**src/rtl/codificador_programa.sv**
```systemverilog
// Instruction encoder and program loader: packs one-hot op/mode plus operand
// into 16-bit words and writes them to consecutive program-memory addresses,
// optionally terminating the program with an HLT word.
module codificador_programa #(
    parameter int ADDR_W = 8
) (
    input  logic              clock,
    input  logic              reset,
    input  logic              entrada_valida,
    output logic              entrada_pronta,
    input  logic [15:0]       operacao,
    input  logic [3:0]        modo,
    input  logic [8:0]        operando,
    input  logic              finalizar,
    output logic              mem_escrita,
    output logic [ADDR_W-1:0] mem_endereco,
    output logic [15:0]       mem_dado,
    output logic [ADDR_W:0]   contagem,
    output logic              cheio,
    output logic              concluido,
    output logic              erro,
    output logic [1:0]        cod_erro
);

    localparam logic [2:0] OCIOSO      = 3'd0;
    localparam logic [2:0] ESCREVE     = 3'd1;
    localparam logic [2:0] CHEIO       = 3'd2;
    localparam logic [2:0] FIM_ESCREVE = 3'd3;
    localparam logic [2:0] FIM         = 3'd4;

    localparam logic [15:0] PALAVRA_HLT = {5'd15, 2'b11, 9'd0};

    logic [2:0]        estado_q, estado_d;
    logic [ADDR_W:0]   cont_q, cont_d;
    logic [ADDR_W-1:0] end_q, end_d;
    logic [15:0]       dado_q, dado_d;
    logic              erro_q, erro_d;
    logic [1:0]        cod_q, cod_d;

    logic [3:0]        op_idx;
    logic [1:0]        modo_idx;
    logic              op_ok;
    logic              modo_ok;
    logic [15:0]       palavra;
    logic [ADDR_W-1:0] ponteiro;

    // Contagem doubles as write pointer; its MSB is set only when memory is full.
    assign ponteiro = cont_q[ADDR_W-1:0];

    // Field validation and packing of the one-hot inputs into the word format
    always_comb begin
        op_idx   = '0;
        modo_idx = '0;
        for (int unsigned i = 0; i < 16; i++) begin
            if (operacao[i]) op_idx = 4'(15 - i);
        end
        for (int unsigned i = 0; i < 4; i++) begin
            if (modo[i]) modo_idx = 2'(3 - i);
        end
        op_ok   = (operacao != '0) && ((operacao & (operacao - 16'd1)) == '0);
        modo_ok = (modo != '0) && ((modo & (modo - 4'd1)) == '0);
        palavra = {1'b0, op_idx, modo_idx, operando};
    end

    // Next-state logic for the loader FSM, pointer and sticky error flags
    always_comb begin
        estado_d = estado_q;
        cont_d   = cont_q;
        end_d    = end_q;
        dado_d   = dado_q;
        erro_d   = erro_q;
        cod_d    = cod_q;
        case (estado_q)
            OCIOSO: begin
                if (finalizar) begin
                    dado_d   = PALAVRA_HLT;
                    end_d    = ponteiro;
                    estado_d = FIM_ESCREVE;
                end else if (entrada_valida) begin
                    if (op_ok && modo_ok) begin
                        dado_d   = palavra;
                        end_d    = ponteiro;
                        estado_d = ESCREVE;
                    end else begin
                        erro_d = 1'b1;
                        cod_d  = cod_q | {~modo_ok, ~op_ok};
                    end
                end
            end
            ESCREVE: begin
                cont_d   = cont_q + 1'b1;
                estado_d = (ponteiro == '1) ? CHEIO : OCIOSO;
            end
            CHEIO: begin
                if (finalizar) estado_d = FIM;
            end
            FIM_ESCREVE: begin
                cont_d   = cont_q + 1'b1;
                estado_d = FIM;
            end
            FIM: begin
                estado_d = FIM;
            end
            default: begin
                estado_d = OCIOSO;
            end
        endcase
    end

    // State registers with synchronous reset; a pending word is simply dropped
    always_ff @(posedge clock) begin
        if (reset) begin
            estado_q <= OCIOSO;
            cont_q   <= '0;
            end_q    <= '0;
            dado_q   <= '0;
            erro_q   <= 1'b0;
            cod_q    <= '0;
        end else begin
            estado_q <= estado_d;
            cont_q   <= cont_d;
            end_q    <= end_d;
            dado_q   <= dado_d;
            erro_q   <= erro_d;
            cod_q    <= cod_d;
        end
    end

    assign entrada_pronta = (estado_q == OCIOSO);
    assign mem_escrita    = (estado_q == ESCREVE) || (estado_q == FIM_ESCREVE);
    assign mem_endereco   = end_q;
    assign mem_dado       = dado_q;
    assign contagem       = cont_q;
    assign cheio          = cont_q[ADDR_W];
    assign concluido      = (estado_q == FIM);
    assign erro           = erro_q;
    assign cod_erro       = cod_q;

endmodule

```
**config.mk**
```make
export PLATFORM = sky130hd
export DESIGN_NAME = codificador_programa
export DESIGN_NICKNAME = d
export VERILOG_FILES = /design/src/rtl/codificador_programa.sv
export SDC_FILE = /design/constraint.sdc
export NUM_CORES = 1
export LEC_CHECK = 0
export ABC_CLOCK_PERIOD_IN_PS = 3000
export CAP_MARGIN = 10
export CORE_ASPECT_RATIO = 1.75
export CORE_UTILIZATION = 40
export DETAILED_ROUTE_END_ITERATION = 8
export PLACE_DENSITY = 0.78
export SLEW_MARGIN = 40
export SYNTH_ARGS = -nofsm -noshare
export SYNTH_HDL_FRONTEND = slang
export SYNTH_SLANG_ARGS = --single-unit
export TNS_END_PERCENT = 100
```
**constraint.sdc**
```tcl
create_clock -name clock -period 3 [get_ports clock]
set_clock_uncertainty 0.1 [all_clocks]
set_input_delay 0.45 -clock clock [delete_from_list [all_inputs] [get_ports clock]]
set_output_delay 0.45 -clock clock [all_outputs]
set_load 0.05 [all_outputs]
```
==> results.yml <==
floorplan:
  core-area_um2: 4750
  fp.dieW_um: 55.4
  start_util: 0.421
  rows: 33
  dieArea_um2: 5290
  io_pins: 73
  die_h_um: 95.5
hold_path:
  min_to: "erro"
  whs_path_depth: 2
  hold_class: "flip-flop to flip-flop"
  min_from: "erro"
setup_path:
  rr_worst_depth: 6
  path_class: "input pin to flip-flop"
  path_max_fanout: 6
  worst_setup_path_end_kind: "flip-flop"
  reg2reg_to: "mem_dado[6]"
  arrival_ns: 2.85
  r2r_slack_ns: 1.04
  crit_path_start_kind: "input pin"
  worstPathRequired_ns: 3.14
  regToRegStartpoint: "estado_q[1]"
run:
  drv_cap: 0
clock_network:
  post_cts_buffers: 0
  ctsHoldBuffers: 0
  clock-sinks: 38
  clock_latency_ns: 0.29
  cts_buffers: 5
  htreeDepth: 2
  clk_pin_slew_ns: 0.07
  post_cts_resized: 0
  cts_root_buf: "clkbuf_8"
  clockBufferDepth: 2
  cts_tree: "yes"
routing:
  drt-total-wl_um: 4870
  drt-wirelength-per-cell_um: 12.7
  drt_iter0_drc: 30
  dr.pass1.iters: 4
  ant_nets: 0
  avgViaCountPerCell: 5.44
  drc_errors: 0
  via_count: 2088
yosys:
  synthMuxAreaShare: 0.00501
  synth_top_area_share: 0.381
  synth_fa_ha_area_frac: 0.00627
  synth.cell_area_um2: 2000
  syn_inst: 245
  synth_cell_type_count: 46
  synth_compound_gate_area_share: 0.257
  synthXorXnorAreaFrac: 0.0351
  postSynthAreaPerCell_um2: 8.15
  synth_flop_cell: "dfxtp_1"
  synth-seq-cells: 38
  yosysTopAreaCell: "dfxtp_1"
  synth-edff-count: 0
  synthSimpleGateAreaFrac: 0.264
  synth_area_leaders: "dfxtp_1, nor2_1, a21oi_1, a311o_2, o21ai_0"
  synth_top_family_by_area: "simple AND/OR/NAND/NOR gates"
  synth_fp_nets: 279
  async_flop_share: 0
  ys_seq_area_frac: 0.381
  ys_warn_count: 0
timing:
  maxSlewHeadroom: 0.645
  worst_pin_slew_ns: 0.531
  hold_viol: 0
  post-route-period-util: 0.904
  clock.fmax_mhz: 369
  rsz0062_at_grt: "no"
  setup_tns_ns: 0
  min_period_ns: 2.71
  holdWs_ns: 0.352
  final-setup-viol-count: 0
  slew_violations: 0
grt:
  grt_overflow: 0
  grt_pass1_wl_um: 7740
  antenna_found_initial: 0
  grt_usage: 0.182
  grt_pass1_vias: 1794
  grt_max_degree: 30
placed_design:
  hpwl_um: 3720
  numPlacedInstances: 376
  port_buffers: 71
  gp_congestion: 0.838
pwr:
  p_leak_nw: 1.10
  p_per_area_nw_per_um2: 421
  peakVddDrop_mv: 0.315
finish:
  drive_gt1_frac: 0.145
  area_growth_pct: 49.9
  nFillCells: 424
  n_antenna_cell: 0
  layout_commonest_cell: "clkdlybuf4s50_1"
  final_cell_mix: "clkdlybuf4s50_1, nor2_1, dfxtp_1"
  finalNonFillerCells: 384
  fin_util: 0.630
  nNetsFinal: 365
status:
  status: "completed"
==> logic make-up after synthesis <==
family                   Yosys count
AND/OR/NAND/NOR                  101
AO/OA/AOI/OAI                     73
flip-flops                        38
buffers and inverters             22
XOR/XNOR                           8
adder cells (fa/ha/maj)            1
other                              1
multiplexers                       1
==> critical path, cell delays in order <==
cell,delay [ns]
clkdlybuf4s50_1,0.46
nor4_4,0.41
nand4_1,0.16
xnor2_1,0.22
or4_4,0.56
nor3b_4,0.24
buf_4,0.18
a311o_2,0.17
==> worst max-delay path by stage <==
stage	startpoint	end	slack (ns)	cells after the start
final	operacao[11]	mem_dado[6]	0.29	8
after global routing	operacao[11]	mem_dado[6]	0.14	8
after CTS	operacao[11]	mem_dado[6]	0.29	8
after detailed placement	operacao[11]	mem_dado[6]	-0.008	8
after global placement	operacao[11]	mem_dado[5]	0.03	8
after floorplan	operacao[7]	mem_dado[5]	0.51	7
==> routing by layer <==
metal / track usage / routed length, µm / vias to the layer above
met3: 0.0299 / 155 / 6
met1: 0.191 / 1940 / 966
li1: - / - / 1059
met5: 0 / 0 / -
met2: 0.346 / 2700 / 57
met4: 0.0917 / 85 / 0
==> synth_stat cells (3+ instances only) <==
| cell | count |
|---|---|
| o21ai_0 | 16 |
| a21oi_1 | 25 |
| nand4_1 | 4 |
| nor3_1 | 8 |
| nor2_1 | 41 |
| xor2_1 | 6 |
| nand2_1 | 19 |
| inv_1 | 8 |
| a211oi_1 | 8 |
| nand3_1 | 9 |
| dfxtp_1 | 38 |
| a311o_2 | 9 |
| clkbuf_1 | 8 |
| or3_1 | 3 |
==> flip-flops by register name (all words and copies together) (netlist names) <==
signal,count
estado_q,3
cod_erro,2
erro,1
mem_endereco,8
mem_dado,15
contagem,9
==> power breakdown <==
group | internal [mW] | leakage (nW) | switching (mW) | total (mW)
registers | 0.522 | 0.309 | 0.0142 | 0.537
logic | 0.127 | 0.740 | 0.178 | 0.305
clock network | 0.249 | 0.0524 | 0.169 | 0.418
total | 0.898 | 1.10 | 0.361 | 1.26
==> area by class of cell <==
class / count / area, µm² / area share
Clock inverter: 1 / 30.0 / 0.0100
Tap cell: 52 / 65.1 / 0.0217
Clock buffer: 7 / 76.3 / 0.0255
Sequential cell: 38 / 761 / 0.254
Multi-Input combinational cell: 185 / 1140 / 0.380
Inverter: 9 / 33.8 / 0.0113
Timing Repair Buffer: 92 / 891 / 0.298
==> stage by stage <==
stage	total power [mW]	worst slack, ns	area, µm²
2_1_floorplan	0.709	0.509	2000
3_3_place_gp	0.850	0.0287	2890
3_5_place_dp	0.853	-0.00801	2890
4_1_cts	1.27	0.286	2990
5_1_grt	1.31	0.142	2990
6_report	1.26	0.287	2990
Power figures use the tool's default switching activity.
